## config.mk

```make
export PLATFORM = sky130hd
export DESIGN_NAME = fifo_burst_reader
export DESIGN_NICKNAME = d
export VERILOG_FILES = /design/src/rtl/fifo_burst_reader.sv
export SDC_FILE = /design/constraint.sdc
export NUM_CORES = 1
export LEC_CHECK = 0
export CAP_MARGIN = 20
export CORE_ASPECT_RATIO = 1.5
export CORE_MARGIN = 5
export CORE_UTILIZATION = 54
export DETAILED_ROUTE_END_ITERATION = 10
export PLACE_DENSITY = 0.76
export SLEW_MARGIN = 10
export SYNTH_ARGS = -nofsm -noshare
export SYNTH_HDL_FRONTEND = slang
export SYNTH_SLANG_ARGS = --single-unit
export TNS_END_PERCENT = 30
```

## constraint.sdc

```tcl
create_clock -name clk -period 5.27 [get_ports clk]
set_clock_uncertainty 0.1 [all_clocks]
set_input_delay 1.054 -clock clk [delete_from_list [all_inputs] [get_ports clk]]
set_output_delay 1.054 -clock clk [all_outputs]
set_load 0.01 [all_outputs]
```

## src/rtl/fifo_burst_reader.sv

```systemverilog
// rtl/fifo_burst_reader.sv - read-side burst controller turning sync_fifo reads into a framed valid/ready stream
module fifo_burst_reader #(
    parameter int DATA_WIDTH = 16,
    parameter int BURST_LEN  = 4,
    parameter int OBUF_DEPTH = 4,
    parameter int TIMEOUT    = 32
) (
    input  logic                  clk,
    input  logic                  reset,
    input  logic                  flush,
    input  logic                  fifo_empty,
    input  logic                  fifo_aempty,
    output logic                  read_req,
    input  logic [DATA_WIDTH-1:0] read_data,
    input  logic                  rdata_valid,
    output logic [DATA_WIDTH-1:0] out_data,
    output logic                  out_valid,
    output logic                  out_last,
    input  logic                  out_ready,
    output logic                  busy
);

    localparam int PW = (OBUF_DEPTH > 1) ? $clog2(OBUF_DEPTH) : 1;
    localparam int CW = PW + 1;
    localparam int IW = $clog2(BURST_LEN + 1);
    localparam int TW = (TIMEOUT > 1) ? $clog2(TIMEOUT + 1) : 1;

    localparam logic [CW:0]   DEPTH_C    = (CW + 1)'(OBUF_DEPTH);
    localparam logic [IW-1:0] BLEN_FULL  = IW'(BURST_LEN);
    localparam logic [TW-1:0] TIMER_LAST = TW'(TIMEOUT - 1);

    typedef enum logic [1:0] {
        S_IDLE  = 2'd0,
        S_BURST = 2'd1,
        S_DRAIN = 2'd2
    } state_t;

    state_t state;
    state_t state_next;

    logic [IW-1:0]         blen;
    logic [IW-1:0]         issued;
    logic                  inflight;
    logic                  pend_last;
    logic                  flush_d;
    logic [TW-1:0]         timer;

    logic [DATA_WIDTH-1:0] mem_data [OBUF_DEPTH];
    logic                  mem_last [OBUF_DEPTH];
    logic [PW-1:0]         wr_ptr;
    logic [PW-1:0]         rd_ptr;
    logic [CW-1:0]         occ;

    logic                  abort;
    logic                  push;
    logic                  pop;
    logic                  last_read;
    logic [CW:0]           fill;

    // Reset behaves as a flush for all control state.
    assign abort = reset || flush;

    // Buffer space already promised: stored words plus the one read in flight.
    assign fill = {1'b0, occ} + {{CW{1'b0}}, inflight};

    // The read that completes the burst carries the last marker.
    assign last_read = read_req && (issued == blen - IW'(1));

    // Only solicited data is stored, and nothing that lands around a flush.
    assign push = rdata_valid && inflight && !flush && !flush_d;

    assign pop = out_valid && out_ready;

    // State register.
    always_ff @(posedge clk) begin
        if (reset) begin
            state <= S_IDLE;
        end else begin
            state <= state_next;
        end
    end

    // Next-state logic: full bursts win over the idle timeout.
    always_comb begin
        state_next = state;
        case (state)
            S_IDLE: begin
                if (!fifo_aempty) begin
                    state_next = S_BURST;
                end else if ((timer == TIMER_LAST) && !fifo_empty) begin
                    state_next = S_BURST;
                end
            end
            S_BURST: begin
                if (last_read) begin
                    state_next = S_DRAIN;
                end
            end
            S_DRAIN: begin
                if (!inflight && (occ == '0)) begin
                    state_next = S_IDLE;
                end
            end
            default: state_next = S_IDLE;
        endcase
        if (abort) begin
            state_next = S_IDLE;
        end
    end

    // Outputs: reads only when the buffer can take the returning word.
    always_comb begin
        read_req  = 1'b0;
        busy      = (state != S_IDLE);
        out_valid = (occ != '0);
        if ((state == S_BURST) && !abort && !fifo_empty &&
            (fill < DEPTH_C) && (issued < blen)) begin
            read_req = 1'b1;
        end
    end

    assign out_data = mem_data[rd_ptr];
    assign out_last = out_valid && mem_last[rd_ptr];

    // Idle timer: runs while a partial burst waits in the FIFO.
    always_ff @(posedge clk) begin
        if (abort) begin
            timer <= '0;
        end else if ((state == S_IDLE) && (state_next == S_IDLE) &&
                     fifo_aempty && !fifo_empty) begin
            timer <= timer + TW'(1);
        end else begin
            timer <= '0;
        end
    end

    // Burst bookkeeping: length, issue count, in-flight read and its last flag.
    always_ff @(posedge clk) begin
        if (abort) begin
            issued    <= '0;
            inflight  <= 1'b0;
            pend_last <= 1'b0;
            if (reset) begin
                blen <= '0;
            end
        end else begin
            if ((state == S_IDLE) && (state_next == S_BURST)) begin
                blen   <= !fifo_aempty ? BLEN_FULL : IW'(1);
                issued <= '0;
            end else if (read_req) begin
                issued <= issued + IW'(1);
            end
            if (read_req) begin
                inflight  <= 1'b1;
                pend_last <= last_read;
            end else if (rdata_valid) begin
                inflight <= 1'b0;
            end
        end
    end

    // Remember an abort so the FIFO's late response is dropped one more cycle.
    always_ff @(posedge clk) begin
        flush_d <= abort;
    end

    // Output buffer: in-order storage of data plus last marker.
    always_ff @(posedge clk) begin
        if (reset) begin
            for (int i = 0; i < OBUF_DEPTH; i++) begin
                mem_data[i] <= '0;
                mem_last[i] <= 1'b0;
            end
            wr_ptr <= '0;
            rd_ptr <= '0;
            occ    <= '0;
        end else if (flush) begin
            wr_ptr <= '0;
            rd_ptr <= '0;
            occ    <= '0;
        end else begin
            if (push) begin
                mem_data[wr_ptr] <= read_data;
                mem_last[wr_ptr] <= pend_last;
                wr_ptr           <= wr_ptr + PW'(1);
            end
            if (pop) begin
                rd_ptr <= rd_ptr + PW'(1);
            end
            case ({push, pop})
                2'b10:   occ <= occ + CW'(1);
                2'b01:   occ <= occ - CW'(1);
                default: occ <= occ;
            endcase
        end
    end

endmodule

```

==> out/qor.txt, run 1 <==
Outcome = finished, final reports clean
Layout Nets = 370
Commonest non-fill, non-tap cell in the layout = edfxtp_1
Sw Pwr = 0.282 mW
CTS tree = done
Clock share of power = 39.6%
DR iter-0 viols = 164
Ratio of cells with drive above 1 in the final layout = 12.7%
Via count = 2412
CP Launch Type = input pin
Fmax = 250 MHz
Vias in the first global route = 2592
Final GP Congestion = 0.912
CTS resizes = 0
Syn Area/Cell = 13.9 sq um
PortBufs = 42
Total grt overflow = 0
Post-synthesis async set-or-reset flop share = 0%
Row count = 39
Clock Sinks = 93
Minimum clock period = 4.00 ns
CP Max Fanout = 5
Core Area = 0.00756 sq mm
Slew HR = 43.3%
Fin util = 65.0%
CTS buffer count = 9
TNS Setup = 0 ns
Pleak = 1.78 nW
# setup viols final = 0
Area grow syn2layout = 18.9%
Final Hold Viols = 0
Synth warn = 0
Seq cells post-synth = 93
Root Driver = clkbuf_16
Register area share after synthesis = 62.0%
Routed wire length = 7580 um
Worst min path class = reg -> reg
Internal power = 1.17 mW
Post-CTS Hold Fix Bufs = 0
Sequential Power Share = 55.7%
Tightest Pin Transition = 0.850 ns
Gate count of the mapped netlist = 298
Crit Path Class = in -> out
Largest net degree at the start of global routing = 36
Synth cell types = 41
Worst EP required = 4.12 ns
Chip width = 81.5 um
Max-slew violation count = 0
Number of max-cap violations = 0
Worst Path Arrival = 2.85 ns
Via-to-Cell Ratio = 5.38
Die Y = 117 um
First drt pass iteration count = 4
Routed Antenna Nets = 0
Main synth FF type = edfxtp_1
Post-synth EDFFs = 70
Tcrit/Tclk final = 75.9%
Clock Path Buffers = 2
RSZ-0062 raised after global routing = false
I/O pin total = 43
H-tree lvl count = 3
Initial antenna violation count = 0
Post-Syn Area = 0.00414 sq mm
Setup crit end kind = output port
Hpwl dp = 5150 um
Peak supply drop = 0.193 mV
Comb power frac = 4.7%
First-pass GRT wire length = 12200 um
# DRC = 0
Net Sw Frac = 19.4%
Avg WL per Cell = 16.9 um
Die area = 0.00954 sq mm
Post-CTS setup buffers = 0
Net Count, Synth = 327
PD cells = 296 mW/mm^2
Commonest cells after routing, fill and taps aside = edfxtp_1 (70), and2_1 (54), clkdlybuf4s50_1 (42), dfxtp_1 (23), nor2_1 (21)
Clk pin slew, worst setup/hold paths = 0.06 ns
Diodes inserted = 0
Initial Utilization = 54.7%
Clock latency on the worst-skew pair = 0.33 ns
Gr usage total = 17.5%
path summary, 6_finish.rpt:
check	start	to	slack (ns)	depth (start not counted)
worst min-delay path	timer[0]	timer[0]	0.35	1
worst min register to register	timer[0]	timer[0]	0.35	1
worst max-delay path	fifo_empty	read_req	1.27	5
worst max register to register	inflight	mem_data[2][3]	2.97	5
cell usage after synthesis (3+ instances only):
library cell | count | area, sq um
and3_1 | 20 | 125
clkbuf_1 | 9 | 33.8
nand2_1 | 5 | 18.8
edfxtp_1 | 70 | 2100
a21oi_1 | 7 | 35.0
and2_1 | 54 | 338
dfxtp_1 | 23 | 460
xnor2_1 | 6 | 52.6
nand3_1 | 4 | 20.0
buf_2 | 4 | 20.0
ha_1 | 5 | 62.6
inv_1 | 10 | 37.5
a31o_2 | 3 | 26.3
or3_1 | 3 | 18.8
mux4_2 | 17 | 383
nand2b_1 | 4 | 25.0
xor2_1 | 6 | 52.6
nor2_1 | 21 | 78.8
cells by family after synthesis:
logic type	share of synthesized area, %
AND/OR/NAND/NOR	17.8
multiplexers	9.77
XOR/XNOR	2.54
buffers and inverters	2.57
adder cells (fa/ha/maj)	2.00
AO/OA/AOI/OAI	3.33
flip-flops	62.0
worst max-delay path: stages:
cell and delay, ns:
clkdlybuf4s50_1 0.47, nor4_1 0.52, nand2_1 0.15, nor2_1 0.11, clkdlybuf4s50_1 0.54
metal layers:
| metal | share of wire (%) | wire (um) | global-route usage [%] |
|---|---|---|---|
| met1 | 36 | 2720 | 17.9 |
| met4 | 1.9 | 146 | 7.10 |
| met3 | 3.6 | 276 | 3.22 |
| met5 | 0 | 0 | 0 |
| met2 | 58 | 4430 | 33.8 |
power by group through the flow:
| stage | logic (mW) | registers (mW) | clock network [mW] |
|---|---|---|---|
| floorplan | 0.0314 | 0.824 | 0 |
| global placement | 0.0677 | 0.825 | 0 |
| detailed placement | 0.0690 | 0.827 | 0 |
| CTS | 0.0693 | 0.811 | 0.586 |
| global route | 0.0737 | 0.812 | 0.618 |
| finish | 0.0682 | 0.811 | 0.575 |
final cells by class:
cell class              count  area [sq um]
multi-input cells         180          1470
clock inverters             2          12.5
clock buffers              14           254
repair buffers             47           458
flip-flops and latches     93          2560
inverters                  10          37.5
fillers                   582          2650
well taps                 102           128
stage by stage:
stage / power (mW) / std cells / worst slack, ns / hold WS, ns / cell area, sq um
after CTS: 1.47 / 448 / 1.28 / 0.352 / 4920
after global routing: 1.50 / 448 / 1.03 / 0.411 / 4920
after global placement: 0.893 / 432 / 1.32 / 0.330 / 4650
after detailed placement: 0.896 / 432 / 1.30 / 0.340 / 4650
final: 1.45 / 448 / 1.27 / 0.347 / 4920
after floorplan: 0.856 / 298 / 2.33 / 0.318 / 4140
state kept, by name (all words and copies together) (netlist names), 2 cells and up, named ones only:
register and cells:
occ 3, timer 6, blen 2, issued 3, mem_last 4, mem_data 64, wr_ptr 2, rd_ptr 2
state 2
Power figures use the tool's default switching activity.
==> run 2: changes to the inputs <==
- CORE_UTILIZATION: 54 -> 51
- clock period: 5.27 -> 3.51 ns (I/O delays scaled with it)
==> run 2 against run 1 <==
Compared with the run above:
- wire length about the same
- sequential share of layout area shrank 0.42 points
- global-route usage decreased by 1.3 points
- register-to-register slack got worse by 1.7 ns
- critical path type unchanged
- critical endpoint unchanged
- highest routed layer unchanged
==> out/qor.txt, run 2 (same netlist as run 1, synthesis figures left out) <==
Outcome = finished, final reports clean (unchanged)
Worst EP required = 2.71 ns (was 4.12 ns)
Root Driver = clkbuf_16 (unchanged)
Clock share of power = 39.8% (was 39.6%)
Peak supply drop = 0.314 mV (was 0.193 mV)
Design Power = 2.20 mW (was 1.45 mW)
Minimum clock period = 3.15 ns
Tightest Pin Transition = 0.616 ns (was 0.850 ns)
Setup ws final = 0.358 ns (was 1.27 ns)
GRT busiest layer = met2 (unchanged)
Via count = 2457 (was 2412)
Sw Pwr = 0.433 mW (was 0.282 mW)
First-pass GRT wire length = 12500 um (was 12200 um)
Gr usage total = 16.2% (was 17.5%)
CTS tree = done (unchanged)
I/O pin total = 43 (unchanged)
Row count = 40 (was 39)
Pleak = 1.81 nW (was 1.78 nW)
Routed wire length = 7580 um (about the same)
Layout Nets = 375 (was 370)
Worst min path class = reg -> reg (unchanged)
Net Sw Frac = 19.7% (was 19.4%)
Number of max-cap violations = 0 (unchanged)
Total grt overflow = 0 (unchanged)
FILL cells = 608 (was 582)
Hold path depth = 1 (unchanged)
Comb power frac = 4.8% (was 4.7%)
Fmax = 317 MHz
CP Max Fanout = 5 (unchanged)
Die area = 0.0100 sq mm (was 0.00954 sq mm)
Post-CTS Hold Fix Bufs = 0 (unchanged)
Max FFs per register = 64 (unchanged)
Tcrit/Tclk final = 89.8%
Minimum setup slack after placement = 0.373 ns (was 1.30 ns)
First drt pass iteration count = 4 (unchanged)
Start of the worst register-to-register path = occ[2] (was inflight)
Crit Path Class = in -> out (unchanged)
# DRC = 0 (unchanged)
Commonest non-fill, non-tap cell in the layout = edfxtp_1 (unchanged)
Max-slew violation count = 0 (unchanged)
Worst r2r path cells = 8 (was 5)
Slew HR = 58.9% (was 43.3%)
Worst Path Arrival = 2.35 ns (was 2.85 ns)
Diodes inserted = 0 (unchanged)
PortBufs = 42 (unchanged)
DR iter-0 viols = 190 (was 164)
FF-to-FF setup slack = 1.27 ns (was 2.97 ns)
Hold path start = timer[0] (unchanged)
Die Y = 120 um (was 117 um)
PD cells = 443 mW/mm^2 (was 296 mW/mm^2)
Internal power = 1.76 mW (was 1.17 mW)
Setup crit end kind = output port (unchanged)
Initial antenna violation count = 0 (unchanged)
Initial Utilization = 52.0% (was 54.7%)
Final Hold Viols = 0 (unchanged)
Clock Path Buffers = 2 (unchanged)
Sequential Power Share = 55.4% (was 55.7%)
Post-CTS setup buffers = 0 (unchanged)
Clk pin slew, worst setup/hold paths = 0.06 ns (about the same)
Largest registers = mem_data x64, timer x6, mem_last x4 (unchanged)
Commonest cells after routing, fill and taps aside = edfxtp_1 (70), and2_1 (54), clkdlybuf4s50_1 (42), dfxtp_1 (23), nor2_1 (21) (unchanged)
Via-to-Cell Ratio = 5.39 (was 5.38)
Critical R2R Capture = occ[2] (was mem_data[2][3])
Vias in the first global route = 2613 (was 2592)
Chip width = 83.5 um (was 81.5 um)
Hpwl dp = 5050 um (was 5150 um)
H-tree lvl count = 3 (unchanged)
Avg WL per Cell = 16.6 um (was 16.9 um)
Met1 GRT Util = 18.0% (was 17.9%)
Largest net degree at the start of global routing = 35 (was 36)
Met3 Use GR = 3.48% (was 3.22%)
Clock latency on the worst-skew pair = 0.33 ns (about the same)
# setup viols final = 0 (unchanged)
Met2 Use GR = 28.9% (was 33.8%)
Routed Antenna Nets = 0 (unchanged)
CTS resizes = 0 (unchanged)
CTS buffer count = 9 (unchanged)
Clock Sinks = 93 (unchanged)
RSZ-0062 raised after global routing = false (unchanged)
Ratio of cells with drive above 1 in the final layout = 14.0% (was 12.7%)
CP Launch Type = input pin (unchanged)
Area grow syn2layout = 19.9% (was 18.9%)
Hold endpoint = timer[0] (unchanged)
TNS Setup = 0 ns (unchanged)
Final GP Congestion = 0.819 (was 0.912)
Largest Register = mem_data (unchanged)
Core Area = 0.00796 sq mm (was 0.00756 sq mm)
[run 2: layer usage]
layer  share of wire [%]  routed length [um]  vias to the layer above
met5                   0                   0                        -
li1                    -                   -                     1184
met1                  40                3020                     1206
met2                  54                4060                       54
met4                 2.4                 184                        0
met3                 4.2                 316                       13
[run 2: power by group through the flow]
stage | Clock [mW] | Sequential (mW) | Combinational (mW)
3_5_place_dp | 0 | 1.24 | 0.107
6_report | 0.873 | 1.22 | 0.105
3_3_place_gp | 0 | 1.24 | 0.105
2_1_floorplan | 0 | 1.24 | 0.0471
4_1_cts | 0.890 | 1.22 | 0.107
5_1_grt | 0.936 | 1.22 | 0.113
[run 2: stage by stage]
step           instance area [sq um]  util [%]  std cells  hold WS [ns]
4_1_cts                         4960      62.3        456         0.355
5_1_grt                         4960      62.3        456         0.376
3_5_place_dp                    4690      59.0        440         0.341
6_report                        4960      62.3        456         0.352
3_3_place_gp                    4690      59.0        440         0.330
2_1_floorplan                   4140         -        298         0.318
[run 2: worst max-delay path by stage]
stage               startpoint              to  slack (ns)
global route        fifo_empty        read_req        0.17
CTS                 fifo_empty        read_req        0.35
finish              fifo_empty        read_req        0.36
detailed placement  fifo_empty        read_req        0.37
floorplan                flush  mem_data[1][0]        1.01
global placement    fifo_empty        read_req        0.42
[run 2: layout make-up]
| class | instances | area [sq um] | share of cell area [%] |
|---|---|---|---|
| clock buffers | 14 | 254 | 5.12 |
| clock inverters | 2 | 11.3 | 0.227 |
| well taps | 105 | 131 | 2.65 |
| flip-flops and latches | 93 | 2560 | 51.7 |
| multi-input cells | 180 | 1470 | 29.6 |
| inverters | 10 | 37.5 | 0.757 |
| repair buffers | 52 | 495 | 9.99 |
[run 2: critical path, cell delays in order]
cell and delay, ns:
clkdlybuf4s50_1 0.48, nor4_1 0.40, nand2_1 0.13, nor2_1 0.10, clkdlybuf4s50_1 0.54
==> run 3: changes to the inputs <==
- PLACE_DENSITY: 0.76 -> 0.86
==> run 3 against run 2 <==
Compared with the run above:
- largest power group unchanged
- combinational power is essentially flat
- cell count is 0.22% lower
- die area is the same
- sequential power barely moved
- first-iteration DRC count shrank 42%
==> out/qor.txt, run 3 (same netlist as run 1, synthesis figures left out) <==
Hpwl dp = 5170 um (was 5050 um)
Die area = 0.0100 sq mm (unchanged)
Peak supply drop = 0.266 mV (was 0.314 mV)
Area grow syn2layout = 20.8% (was 19.9%)
Max FFs per register = 64 (unchanged)
Fin cells = 455 (was 456)
CTS buffer count = 9 (unchanged)
Worst EP required = 2.71 ns (about the same)
Slew HR = 61.0% (was 58.9%)
Post-CTS Hold Fix Bufs = 0 (unchanged)
First-pass GRT wire length = 12800 um (was 12500 um)
Chip width = 83.5 um (unchanged)
Tightest Pin Transition = 0.584 ns (was 0.616 ns)
Ratio of cells with drive above 1 in the final layout = 14.9% (was 14.0%)
Commonest non-fill, non-tap cell in the layout = edfxtp_1 (unchanged)
Tcrit/Tclk final = 88.9% (was 89.8%)
Row count = 40 (unchanged)
PortBufs = 42 (unchanged)
I/O pin total = 43 (unchanged)
Minimum clock period = 3.12 ns (was 3.15 ns)
TNS Setup = 0 ns (unchanged)
Routed wire length = 7640 um (was 7580 um)
Commonest cells after routing, fill and taps aside = edfxtp_1 (70), and2_1 (54), clkdlybuf4s50_1 (42), dfxtp_1 (23), nor2_1 (21) (unchanged)
Max-slew violation count = 0 (unchanged)
Via count = 2444 (was 2457)
Initial antenna violation count = 0 (unchanged)
Die Y = 120 um (unchanged)
Largest registers = mem_data x64, timer x6, mem_last x4 (unchanged)
Routed Antenna Nets = 0 (unchanged)
DR iter-0 viols = 111 (was 190)
Avg WL per Cell = 16.8 um (was 16.6 um)
Fin util = 62.8% (was 62.3%)
Placed insts = 439 (was 440)
Largest Register = mem_data (unchanged)
PD cells = 455 mW/mm^2 (was 443 mW/mm^2)
Pleak = 1.81 nW (about the same)
Worst Path Arrival = 2.32 ns (was 2.35 ns)
Placed Area = 0.00470 sq mm (was 0.00469 sq mm)
Vias in the first global route = 2636 (was 2613)
Root Driver = clkbuf_16 (unchanged)
Clk pin slew, worst setup/hold paths = 0.06 ns (about the same)
# setup viols final = 0 (unchanged)
Clock latency on the worst-skew pair = 0.34 ns (was 0.33 ns)
Layout Nets = 374 (was 375)
Via-to-Cell Ratio = 5.37 (was 5.39)
First drt pass iteration count = 4 (unchanged)
RSZ-0062 raised after global routing = false (unchanged)
Worst min path class = reg -> reg (unchanged)
Final Hold Viols = 0 (unchanged)
Total grt overflow = 0 (unchanged)
Setup crit end kind = output port (unchanged)
Clock Sinks = 93 (unchanged)
# DRC = 0 (unchanged)
Final GP Congestion = 0.828 (was 0.819)
CTS resizes = 0 (unchanged)
Initial Utilization = 52.0% (unchanged)
Post-CTS setup buffers = 0 (unchanged)
Diodes inserted = 0 (unchanged)
Number of max-cap violations = 0 (unchanged)
Design Area, Final = 0.00500 sq mm (was 0.00496 sq mm)
CTS tree = done (unchanged)
Outcome = finished, final reports clean (unchanged)
Clock Path Buffers = 2 (unchanged)
Crit Path Class = in -> out (unchanged)
CP Launch Type = input pin (unchanged)
Core Area = 0.00796 sq mm (unchanged)
H-tree lvl count = 3 (unchanged)
Fmax = 320 MHz (was 317 MHz)
Largest net degree at the start of global routing = 35 (unchanged)
CP Max Fanout = 5 (unchanged)
Gr usage total = 16.5% (was 16.2%)
Design Power = 2.27 mW (was 2.20 mW)
## run 3: cell types whose count changed in the layout (fill, tap and decap cells not counted)
cell and change:
inv_4 -1, clkbuf_1 -4, buf_12 +1, clkbuf_8 -1
inv_6 +1, buf_4 -2, bufinv_16 +1, clkinvlp_4 +4
## run 3: worst max-delay path, cell delays in order
cell and delay [ns]:
clkdlybuf4s50_1 0.46, nor4_1 0.37, nand2_1 0.13, nor2_1 0.11, clkdlybuf4s50_1 0.54
## run 3: worst paths after layout
kind	from	to	slack [ns]	depth (start not counted)
min reg2reg	timer[0]	timer[0]	0.36	1
min	timer[0]	timer[0]	0.36	1
max	fifo_empty	read_req	0.39	5
max reg2reg	occ[2]	occ[2]	1.26	8
## run 3: area by class of cell
class                      instances  area (sq um)
clock inverter                     7          73.8
tap                              105           131
fill                             581          2960
timing repair buffer              51           500
sequential                        93          2560
inverter                          10          37.5
clock buffer                       9           225
multi-input combinational        180          1470
## run 3: routing by layer
metal  track usage (%)  share of wire, %  vias to the layer above
li1                  -                 -                     1171
met1              17.9                37                     1191
met2              30.5                56                       70
met3              4.09               5.6                       12
met4              6.94               1.6                        0
met5                 0                 0                        -
## run 3: power breakdown
part           total (mW)  switching [mW]  internal (mW)  leakage [nW]
Sequential           1.22         0.00911           1.21         0.908
Combinational       0.105          0.0510         0.0542         0.772
Clock               0.950           0.397          0.552         0.134
Total                2.27           0.458           1.81          1.81
## run 3: metrics by stage
step / hold slack (ns) / worst slack, ns
global placement: 0.329 / 0.436
detailed placement: 0.353 / 0.405
finish: 0.358 / 0.389
floorplan: 0.318 / 1.01
CTS: 0.363 / 0.388
global route: 0.376 / 0.208
==> RTL change: new RTL, config.mk and constraints of run 2 <==
The parameter `TIMEOUT` goes from 32 to 64.
--- a/src/rtl/fifo_burst_reader.sv
+++ b/src/rtl/fifo_burst_reader.sv
@@ -4,5 +4,5 @@
     parameter int BURST_LEN  = 4,
     parameter int OBUF_DEPTH = 4,
-    parameter int TIMEOUT    = 32
+    parameter int TIMEOUT    = 64
 ) (
     input  logic                  clk,
Behaviour: same outputs for any inputs over 4 cycles, from zero or initial values and one cycle with reset high; that may be too few to reach the edited logic, so the function may still have changed.
==> RTL change against run 2 <==
  * Worst setup slack got worse by 0.020 ns
  * Largest cell class unchanged
  * Sequential cell count grew 1
  * Critical endpoint unchanged
  * Non-clock buffer count decreased by 1
  * Routed wire length up 1.1%
  * Total power up 2.4%
  * Final area grew 0.68%
  * Synthesized area is 0.91% higher
==> RTL change: results (changes against run 2) <==
| Result | This run | Delta |
| --- | --- | --- |
| Setup slack on the worst flop-to-flop path | 1.29 ns | +0.02 ns |
| Wire length of the first global-routing pass | 12.8 mm | +2.3% |
| Maximum vdd drop | 0.258 mV | -18% |
| Post-synth ARST share | 0% | unchanged |
| Status | complete, no violations |  |
| Adder-cell area share of the yosys netlist | 1.98% | -0.018 points |
| Proportion of synthesized area in mux cells | 9.66% | -0.12 points |
| Max stage delay cell, worst path | sky130_fd_sc_hd__clkdlybuf4s50_1 |  |
| Synth Area in XOR/XNOR | 2.52% | -0.023 points |
| Static leakage | 0.00185 uW | +1.9% |
| Number of synthesis warnings | 0 | unchanged |
| Share of layout cells above drive strength 1 | 13.2% | -0.78 points |
| RD Place Congestion | 0.765 | -6.6% |
| Compound-gate portion of the synthesized area | 3.30% | -0.030 points |
| Worst rel slew slack | 60.4% | +1.5 points |
| Placement Cell Area | 4710 um2 | +0.37% |
| Via count of the first global-routing pass | 2495 | -4.5% |
| Number of flops mapped to enable cells by yosys | 70 | unchanged |
| Maximum fanout along the worst path | 4 | -1 |
| Number of nets in the layout | 373 | -0.53% |
| Arrival time reported for the critical path endpoint | 2.37 ns | +0.02 ns |
| Top cell types by occurrence after synthesis | 70 x sky130_fd_sc_hd__edfxtp_1, 53 x sky130_fd_sc_hd__and2_1, 24 x sky130_fd_sc_hd__dfxtp_1 |  |
| Number of antenna diodes | 0 | unchanged |
| Start of the worst register-to-register path | occ[0]$_SDFFE_PP0P_ |  |
| Sequential area share after synthesis | 61.9% | -0.078 points |
| Cell variety after synth | 38 | -7.3% |
| Largest registers ranked by flip-flop count | mem_data x64, timer x7, mem_last x4 |  |
| HPWL after detailed placement | 5.12 mm | +1.5% |
| Vias per Instance | 5.25 | -2.6% |
| Post-CTS setup buffer count | 0 | unchanged |
| Average detailed-routed wire length per instance | 16.9 um | +1.6% |
| Cell types occupying the most area after synthesis | sky130_fd_sc_hd__edfxtp_1 50%, sky130_fd_sc_hd__dfxtp_1 12%, sky130_fd_sc_hd__mux4_2 9.2% |  |
| Overall fraction of global-route tracks in use | 16.6% | +0.41 points |
| Drt first-iter violations | 177 | -6.8% |
| Maximum number of pins on one net before global-route repair | 21 | -40% |
[RTL change: worst max-delay path by stage]
stage / startpoint / endpoint / slack [ns] / cells past startpoint
after floorplan: flush / mem_data[1][0]$_SDFFCE_PN0P_ / 1.02 / 4
after global placement: flush / read_req / 0.32 / 5
after detailed placement: flush / read_req / 0.31 / 5
after CTS: flush / read_req / 0.32 / 5
after global routing: flush / read_req / 0.24 / 5
final: flush / read_req / 0.34 / 5
[RTL change: through the flow]
step                worst slack (ns)  power (uW)  hold WS, ns  std cells
global route                   0.245        2340        0.361        454
global placement               0.322        1360        0.324        438
detailed placement             0.310        1360        0.337        438
CTS                            0.316        2270        0.345        454
floorplan                       1.02        1290        0.313        298
finish                         0.339        2250        0.349        454
[RTL change: cell families (layout without fill, tap and decap cells)]
family | count (synthesis) | count (layout)
multiplexers | 19 | 19
adder cells (fa/ha/maj) | 6 | 6
buffers and inverters | 29 | 80
AND/OR/NAND/NOR | 117 | 117
flip-flops | 94 | 94
AO/OA/AOI/OAI | 21 | 21
XOR/XNOR | 12 | 12
[RTL change: power by group]
part	switching [uW]	total [uW]	internal (uW)
clock network	377	916	539
registers	8.59	1230	1220
logic	50.1	105	54.6
total	436	2250	1810
[RTL change: metal layers]
layer / GRT usage [%] / up-vias / part of all wire, %
li1: - / 1162 / -
met1: 19.0 / 1165 / 40
met2: 29.7 / 48 / 54
met3: 4.09 / 7 / 3.9
met4: 6.34 / 0 / 1.4
met5: 0 / - / 0
[RTL change: final cells by class]
type / instances / area, um2
inverter: 13 / 48.8
timing repair buffer: 51 / 500
tap: 105 / 131
clock buffer: 15 / 277
sequential: 94 / 2580
multi-input combinational: 175 / 1450
fill: 631 / 3020
clock inverter: 1 / 5.00
